$ cat config.mk
export PLATFORM = sky130hd
export DESIGN_NAME = mac_share_ctrl
export DESIGN_NICKNAME = d
export VERILOG_FILES = /design/src/rtl/mac_share_pkg.sv /design/src/rtl/mac_share_pipe.sv /design/src/rtl/mac_share_ctrl.sv
export SDC_FILE = /design/constraint.sdc
export NUM_CORES = 1
export LEC_CHECK = 0
export BUFFER_PORTS_ARGS = -buffer_cell sky130_fd_sc_hd__buf_2
export CAP_MARGIN = 40
export CORE_ASPECT_RATIO = 0.7
export CORE_MARGIN = 2
export CORE_UTILIZATION = 50
export DETAILED_ROUTE_END_ITERATION = 8
export GPL_TIMING_DRIVEN = 0
export PLACE_DENSITY = 0.82
export SKIP_LAST_GASP = 1
export SLEW_MARGIN = 30
export SYNTH_ARGS = -nofsm -noshare
export SYNTH_HDL_FRONTEND = slang
export SYNTH_SLANG_ARGS = --single-unit
$ cat constraint.sdc
create_clock -name clk -period 7.4 [get_ports clk]
set_input_delay 0.74 -clock clk [delete_from_list [all_inputs] [get_ports clk]]
set_output_delay 0.74 -clock clk [all_outputs]
set_load 0.05 [all_outputs]
$ cat src/rtl/mac_share_pkg.sv
`default_nettype none
// ============================================================================
//  Module      : mac_share_pkg
//  Description : Shared types, defaults and helpers for the shared
//                multiply-add scheduler (mac_share_ctrl / mac_share_pipe).
//  Revision    : 1.0 - initial release
// ============================================================================
package mac_share_pkg;

  localparam int DEF_W     = 8;
  localparam int DEF_N_REQ = 4;

  typedef enum logic [1:0] {
    IDLE = 2'd0,
    RUN  = 2'd1,
    HOLD = 2'd2
  } state_t;

  // Clamp an unsigned value to the largest number representable in width bits.
  function automatic logic [31:0] saturate(input logic [31:0] val, input int unsigned width);
    logic [31:0] max_val;
    max_val = (width >= 32) ? 32'hFFFF_FFFF : ((32'd1 << width) - 32'd1);
    return (val > max_val) ? max_val : val;
  endfunction

endpackage
`default_nettype wire

$ cat src/rtl/mac_share_pipe.sv
`default_nettype none
// ============================================================================
//  Module      : mac_share_pipe
//  Description : Two-stage multiply-add (A*B, then +C) with a common enable.
//                Valid and requester id travel alongside the data.
//                MAC_SHARE_SAT_EN selects unsigned saturation at both stages;
//                otherwise both stages wrap modulo 2^W.
//  Revision    : 1.0 - initial release
// ============================================================================
module mac_share_pipe
  import mac_share_pkg::*;
#(
  parameter int W   = DEF_W,
  parameter int IDW = 2
) (
  input  logic           clk,
  input  logic           rst,
  input  logic           advance,
  input  logic           issue_valid,
  input  logic [W-1:0]   issue_a,
  input  logic [W-1:0]   issue_b,
  input  logic [W-1:0]   issue_c,
  input  logic [IDW-1:0] issue_id,
  output logic           v1,
  output logic           res_valid,
  output logic [W-1:0]   res_data,
  output logic [IDW-1:0] res_id
);

  logic [W-1:0]   prod_q;
  logic [W-1:0]   c_q;
  logic [IDW-1:0] id_q;
  logic [W-1:0]   prod_next;
  logic [W-1:0]   sum_next;

`ifdef MAC_SHARE_SAT_EN
  logic [2*W-1:0] full_prod;
  logic [W:0]     full_sum;
  assign full_prod = issue_a * issue_b;
  assign prod_next = W'(saturate(32'(full_prod), W));
  assign full_sum  = {1'b0, prod_q} + {1'b0, c_q};
  assign sum_next  = W'(saturate(32'(full_sum), W));
`else
  assign prod_next = issue_a * issue_b;
  assign sum_next  = prod_q + c_q;
`endif

  // Both stages move together on advance; in-flight data is discarded on reset.
  always_ff @(posedge clk) begin
    if (rst) begin
      v1        <= 1'b0;
      prod_q    <= '0;
      c_q       <= '0;
      id_q      <= '0;
      res_valid <= 1'b0;
      res_data  <= '0;
      res_id    <= '0;
    end else if (advance) begin
      v1        <= issue_valid;
      prod_q    <= prod_next;
      c_q       <= issue_c;
      id_q      <= issue_id;
      res_valid <= v1;
      res_data  <= sum_next;
      res_id    <= id_q;
    end
  end

endmodule
`default_nettype wire

$ cat src/rtl/mac_share_ctrl.sv
`default_nettype none
// ============================================================================
//  Module      : mac_share_ctrl
//  Description : Round-robin scheduler sharing one multiply-add pipeline
//                among N_REQ requesters; results return tagged with the
//                issuing requester's index, in grant order.
//                Build option MAC_SHARE_SAT_EN: saturating arithmetic.
//  Revision    : 1.0 - initial release
// ============================================================================
module mac_share_ctrl
  import mac_share_pkg::*;
#(
  parameter int N_REQ = DEF_N_REQ,
  parameter int W     = DEF_W,
  localparam int IDW  = $clog2(N_REQ)
) (
  input  logic               clk,
  input  logic               rst,
  input  logic [N_REQ-1:0]   req_valid,
  output logic [N_REQ-1:0]   req_ready,
  input  logic [N_REQ*W-1:0] req_a,
  input  logic [N_REQ*W-1:0] req_b,
  input  logic [N_REQ*W-1:0] req_c,
  output logic               res_valid,
  input  logic               res_ready,
  output logic [W-1:0]       res_data,
  output logic [IDW-1:0]     res_id,
  output logic               busy
);

  state_t         st;
  logic [IDW-1:0] rr_ptr;
  logic [IDW-1:0] grant_idx;
  logic           grant_found;
  logic           advance;
  logic           xfer;
  logic           v1;
  logic           v1_next;
  logic           res_valid_next;

  // The output stage can only be overwritten when it is empty or being retired.
  assign advance = !res_valid || res_ready;
  assign xfer    = grant_found && advance && !rst;

  // Occupancy the pipeline will have after this edge, used to detect draining.
  assign v1_next        = advance ? xfer : v1;
  assign res_valid_next = advance ? v1 : res_valid;

  assign busy = (st != IDLE);

  // First valid requester at or after rr_ptr, wrapping at N_REQ-1.
  always_comb begin
    int idx;
    idx         = 0;
    grant_found = 1'b0;
    grant_idx   = '0;
    for (int k = 0; k < N_REQ; k++) begin
      idx = int'(rr_ptr) + k;
      if (idx >= N_REQ) idx = idx - N_REQ;
      if (!grant_found && req_valid[idx]) begin
        grant_found = 1'b1;
        grant_idx   = IDW'(idx);
      end
    end
  end

  // Accept is one-hot on the granted requester, only when stage 1 can take it.
  always_comb begin
    req_ready = '0;
    if (xfer) req_ready[grant_idx] = 1'b1;
  end

  // Pointer moves past the winner only on an actual transfer.
  always_ff @(posedge clk) begin
    if (rst) begin
      rr_ptr <= '0;
    end else if (xfer) begin
      rr_ptr <= (grant_idx == IDW'(N_REQ - 1)) ? '0 : grant_idx + 1'b1;
    end
  end

  // Control state: idle, flowing, or output stalled by the consumer.
  always_ff @(posedge clk) begin
    if (rst) begin
      st <= IDLE;
    end else begin
      case (st)
        IDLE: if (xfer) st <= RUN;
        RUN: begin
          if (res_valid && !res_ready)         st <= HOLD;
          else if (!v1_next && !res_valid_next) st <= IDLE;
        end
        HOLD: begin
          if (res_ready) st <= (!v1_next && !res_valid_next) ? IDLE : RUN;
        end
        default: st <= IDLE;
      endcase
    end
  end

  mac_share_pipe #(
    .W   (W),
    .IDW (IDW)
  ) u_pipe (
    .clk         (clk),
    .rst         (rst),
    .advance     (advance),
    .issue_valid (xfer),
    .issue_a     (req_a[grant_idx*W +: W]),
    .issue_b     (req_b[grant_idx*W +: W]),
    .issue_c     (req_c[grant_idx*W +: W]),
    .issue_id    (grant_idx),
    .v1          (v1),
    .res_valid   (res_valid),
    .res_data    (res_data),
    .res_id      (res_id)
  );

endmodule
`default_nettype wire

Word level (Yosys, flattened, before mapping)
Cells that the tools add are included.
{"block": "word_totals", "ff_bits": 34, "inputBits": 103, "output_inout_bits": 16, "wordCells": 94}
{"block": "classes", "n_mul": 1, "mux": 36, "n_addsub": 9, "n_eq_ne": 6, "reduce_logical": 20, "shifts": 3, "n_lt_le_gt_ge": 10}
{"operator": "32-bit by 4-bit less-than comparator with 1-bit output (second input constant)", "n": 4}
{"operator": "32-bit two-way mux", "n": 4}
{"operator": "32-bit by 6-bit indexed part select with 8-bit output", "n": 3}
{"operator": "2-bit two-way mux", "n": 9}
{"operator": "1-bit two-way mux", "n": 16}
{"operator": "3-bit by 3-bit subtractor with 4-bit output (second input constant)", "n": 3}
{"operator": "3-bit >= comparator (second input constant)", "n": 3}
{"operator": "8-bit adder", "n": 1}
{"operator": "1-bit binary-select mux with 2-bit select", "n": 4}
{"operator": "1-bit logical AND", "n": 8}
{"operator": "1-bit zero test", "n": 8}
{"operator": "8-bit by 8-bit multiplier with 8-bit output", "n": 1}
{"operator": "2-bit by 2-bit adder with 3-bit output (second input constant)", "n": 2}
{"operator": "2-bit case mux with 3 select lines", "n": 1}
{"operator": "2-bit equality test (second input constant)", "n": 2}
{"operator": "4-bit two-way mux", "n": 1}
{"operator": "2-bit by 3-bit subtractor with 4-bit output (second input constant)", "n": 1}
{"operator": "2-bit by 1-bit adder with 3-bit output (second input constant)", "n": 1}
{"operator": "2-bit by 3-bit >= comparator with 1-bit output (second input constant)", "n": 1}
{"operator": "2-bit by 3-bit less-than comparator with 1-bit output (second input constant)", "n": 1}
{"operator": "3-bit inequality test (second input constant)", "n": 1}
{"operator": "3-bit AND reduction", "n": 1}
{"operator": "2-bit by 1-bit adder with 2-bit output (second input constant)", "n": 1}
{"operator": "1-bit demux with 2-bit select", "n": 1}
{"operator": "other kinds (7)", "n": 7}

Depth between registers and ports, before layout
{"block": "depth", "depth_word": 23, "mapped_depth": 24, "mapped_depth_nobuf": 22}

Cells and area by module
Synthesis repeated with hierarchy kept, for this count alone.
{"block": "hier_totals", "hier_cells": 374, "area_unflattened_um2": 3384.5}
{"module": "mac_share_pipe", "area_each_um2": 2198.4, "n_inst": 1, "seq_area_each_um2": 600.6, "cells_per_inst": 245}
{"module": "mac_share_ctrl", "area_each_um2": 1186.1, "n_inst": 1, "seq_area_each_um2": 80.1, "cells_per_inst": 129}

Worst setup path before layout
No wires, ideal clock.
{"block": "synth_timing", "path_type": "input to register", "startpoint": "input port req_valid[1]", "endpoint": "register u_pipe.prod_q[7]", "stages": 22, "setup_time_ns": 0.079, "setup_slack_ns": 1.832, "required_ns": 7.321, "arrival_ns": 5.488, "path_buffers": 2, "cell_sequence": "nand2b_4 -> a21oi_1 -> a211o_1 -> buf_6 -> clkinv_4 -> buf_4 -> mux2_2 -> or2_2 -> fa_1 -> inv_1 -> fa_1 -> ha_1 -> inv_1 -> fa_1 -> inv_1 -> ha_1 -> a21o_1 -> a21oi_1 -> xnor2_1 -> xnor2_1 -> xnor3_1 -> a211oi_2"}
{"block": "synth_between", "elab_chain_cells": 15, "word_cells_on_any_way": 28, "cone_classes": "mul (1); shift (2); mux (19); reduce/logical (6)"}
{"element": "start: declaration", "line_no": "mac_share_ctrl.sv:19", "rtl": "input logic [N_REQ-1:0] req_valid,"}
{"element": "1-bit binary-select mux with 2-bit select", "line_no": "mac_share_ctrl.sv:60", "rtl": "if (!grant_found && req_valid[idx]) begin"}
{"element": "1-bit two-way mux (implied by the code) (2 in a row)", "line_no": "mac_share_ctrl.sv:60"}
{"element": "1-bit two-way mux", "line_no": "mac_share_ctrl.sv:60"}
{"element": "1-bit zero test", "line_no": "mac_share_ctrl.sv:60"}
{"element": "1-bit logical AND", "line_no": "mac_share_ctrl.sv:60"}
{"element": "1-bit two-way mux", "line_no": "mac_share_ctrl.sv:60"}
{"element": "1-bit zero test", "line_no": "mac_share_ctrl.sv:60"}
{"element": "1-bit logical AND", "line_no": "mac_share_ctrl.sv:60"}
{"element": "1-bit two-way mux", "line_no": "mac_share_ctrl.sv:60"}
{"element": "1-bit zero test", "line_no": "mac_share_ctrl.sv:60"}
{"element": "1-bit logical AND", "line_no": "mac_share_ctrl.sv:60"}
{"element": "2-bit two-way mux *", "line_no": "mac_share_ctrl.sv:60"}
{"element": "32-bit by 6-bit indexed part select with 8-bit output, on equally long branches", "line_no": "mac_share_ctrl.sv:109, mac_share_ctrl.sv:110"}
{"element": "8-bit by 8-bit multiplier with 8-bit output *", "line_no": "mac_share_pipe.sv:44", "rtl": "assign prod_next = issue_a * issue_b;"}
{"element": "end signal: assignment", "line_no": "mac_share_pipe.sv:60", "rtl": "prod_q <= prod_next;"}
{"element": "end: declaration", "line_no": "mac_share_pipe.sv:30", "rtl": "logic [W-1:0] prod_q;"}
Every way passes the cells marked *; elsewhere a longest branch is shown, timed or not. The select of a mux whose other input is x is not followed.
A chain may end at the register's enable or synchronous reset.

Worst setup path after layout
Ends and elaborated chain as after synthesis.

==> results_dict.tcl <==
set metrics [dict create \
    ys_seq_area_frac 0.202 \
    max_freq_mhz 173 \
    port_buffers 117 \
    numCtsBuffers 5 \
    detail-route-antenna-nets 0 \
    r2r_start "rr_ptr[0]" \
    seqCellArea_um2 681 \
    hold_class "reg -> reg" \
    drt_iter0_markers 203 \
    grt_pass1_vias 3344 \
    first_pass_iters 5 \
    rsz0062_at_grt "no" \
    postLayoutCellArea_mm2 0.00418 \
    finalClockSkew_ns 0.00399 \
    grt_overflow 0 \
    status "finished clean" \
    htree_levels 2 \
    setup_violations 0 \
    dp_hpwl_mm 7.08 \
    slowest_stage "fa_1" \
    antenna_found_initial 0 \
    crit_buf_inv 7 \
    synthSimpleGateAreaFrac 0.234 \
    cp_max_fo 10 \
    synth_top_family_by_area "simple AND/OR/NAND/NOR gates" \
    synth-async-reset-ratio 0 \
    holdBufCountCts 0 \
    final_nets 685 \
    syn_area_mm2 0.00337 \
    synthXorXnorAreaFrac 0.0617 \
    area_delta_synth_final_pct 24.1 \
    finalCritPeriodShare 0.782 \
    worst_pin_slew_ns 0.610 \
    antennaDiodeCount 0 \
    placed_area_mm2 0.00407 \
    start_kind "input port" \
    fillerInstances 576 \
    path_class "in -> reg" \
    path_clk_slew_ns 0.07 \
    most-common-layout-cells "buf_2, nand2_1, dfxtp_1, a21oi_1, nor2_1" \
    root_buffer "clkbuf_8" \
    min_period_ns 5.79 \
    ir_drop_v 0.000276 \
    synth_flop_cell "dfxtp_1" \
    startpoint "req_valid[1]" \
    cpPeakStageDelay_ns 0.53 \
    synth_seq_cells 34 \
    drive_gt1_frac 0.304 \
    drc 0 \
    synth_edf_count 0 \
    routed_via_density 5.21 \
    synth_mux_area_frac 0.0936 \
    grt_pass1_wl_mm 14.9 \
    cp_top_family "adder cells" \
    yosysWarnings 0 \
    final_common_cell "buf_2" \
    vias 3299 \
    synthAdderAreaFrac 0.178 \
    core-area_mm2 0.00637 \
    cts-resized-gates 0 \
    wirelength_mm 8.68 \
    insertion_delay_ns 0.29 \
    clock_path_buffers 2 \
    cp-endpoint "u_pipe.prod_q[7]" \
    slew_violations 0 \
    multiInputGateArea_mm2 0.00243 \
    grtUsageTotal 0.253 \
    syn_avg_cell_area_um2 8.05 \
    power_density_mw_per_mm2 492 \
    leakagePower_nw 2.10 \
    critical_path_depth 23 \
    r2r_cells 22 \
    cts_setup_buffers 0 \
    cts_tree "yes" \
    start_util 0.529 \
    synthCells 418 \
    regToRegEndpoint "u_pipe.prod_q[7]" \
    cap_violations 0 \
    io_pins 119 \
    worstPathRequired_ns 7.61 \
    fp.dieArea_mm2 0.00742 \
    synth.net_count 561 \
    endpoint_kind "flip-flop" \
    slew_headroom 0.590 \
    rows 24 \
    gp_congestion 0.863 \
    r2r_slack_ns 1.73 \
    cp.arrival_ns 6.00 \
    die_h_um 72.7 \
    avgRoutedWirePerCell_um 13.7 \
    clock-sinks 34 \
    synth.distinct_cells 46 \
    synth_compound_area_frac 0.156 \
    path_cells "buf_2, nand2b_4, a21oi_1, a211o_1, buf_6, clkinv_4, buf_4, mux2_2, or2_2, fa_1, inv_1, fa_1, ha_1, inv_1, fa_1, inv_1, ha_1, a21o_1, a21oi_1, xnor2_1, xnor2_1, xnor3_1, a211oi_2" \
    grt_max_degree 12 \
    die_x_um 102 \
    hold_violations 0 \
    tns_ns 0 \
]
## metal layers
layer / share of wire / routed length (um) / up-vias / GRT usage
met4: 0.0073 / 63 / 0 / 0.0548
li1: - / - / 1655 / -
met3: 0.073 / 632 / 8 / 0.0412
met1: 0.44 / 3830 / 1525 / 0.336
met2: 0.48 / 4150 / 111 / 0.437
met5: 0 / 0 / - / 0
## how the worst min path moves through the flow
stage                         startpoint        endpoint  depth (start not counted)
after floorplan           u_pipe.id_q[0]  u_pipe.id_q[0]                          2
after global placement    u_pipe.id_q[1]  u_pipe.id_q[1]                          2
after detailed placement  u_pipe.id_q[1]  u_pipe.id_q[1]                          2
after CTS                 u_pipe.id_q[1]  u_pipe.id_q[1]                          2
after global routing      u_pipe.id_q[0]  u_pipe.id_q[0]                          2
final                     u_pipe.id_q[1]  u_pipe.id_q[1]                          2
## metrics by stage
| stage | hold slack (ns) | util | instances | setup WS (ns) | total power [mW] |
|---|---|---|---|---|---|
| floorplan | 0.432 | - | 418 | 1.83 | 1.57 |
| global placement | 0.439 | 0.639 | 626 | 1.36 | 1.84 |
| detailed placement | 0.447 | 0.639 | 626 | 1.33 | 1.88 |
| CTS | 0.454 | 0.656 | 633 | 1.61 | 2.07 |
| global route | 0.471 | 0.656 | 633 | 1.37 | 2.27 |
| finish | 0.456 | 0.656 | 633 | 1.61 | 2.05 |
## synthesized netlist by cell type (5+ instances only)
library cell | number | area (um^2)
nand2_1 | 83 | 312
dfxtp_1 | 34 | 681
a21oi_1 | 32 | 160
nor2_1 | 29 | 109
ha_1 | 27 | 338
inv_1 | 26 | 97.6
nand3_1 | 24 | 120
mux2i_1 | 21 | 210
clkbuf_1 | 15 | 56.3
xnor2_1 | 14 | 123
fa_1 | 13 | 260
or2_2 | 11 | 68.8
mux2_2 | 8 | 90.1
a211oi_2 | 7 | 87.6
a21boi_0 | 6 | 45.0
a21o_1 | 6 | 45.0
and2_1 | 5 | 31.3
nand2b_1 | 5 | 31.3
nor3_1 | 5 | 25.0
## worst min-delay path, delay by kind of cell (launching register included)
kind,cells,cell delay [ns]
flops,1,0.31
simple gates,1,0.05
compound gates,1,0.05
## registers in the layout, summed over array words and instances (netlist names)
register / flops
rr_ptr: 2
st: 2
u_pipe.c_q: 8
u_pipe.id_q: 2
u_pipe.prod_q: 8
u_pipe.res_data: 8
u_pipe.res_id: 2
u_pipe.res_valid: 1
u_pipe.v1: 1
## cell type report
type / count / share of cell area
plain buffers: 21 / 0.0311
clock buffers: 6 / 0.0198
clock inverters: 1 / 0.00719
inverters: 30 / 0.0293
multi-input cells: 333 / 0.582
flip-flops and latches: 34 / 0.163
well taps: 91 / 0.0272
repair buffers: 117 / 0.140
## report_power, final
part           internal (mW)  switching, mW
sequential             0.241         0.0337
clock                  0.108         0.0656
combinational          0.770          0.836
total                   1.12          0.935
## logic make-up (layout without fill, tap and decap cells)
logic type,count (synthesis),count (layout)
AOI/OAI and AO/OA,71,71
xor gates and xnor gates,19,19
adders and majority gates,40,40
buffers and inverters,51,175
DFF,34,34
muxes,30,30
and+or+nand+nor,173,173
Note: power is estimated with default switching activity, not from simulation.
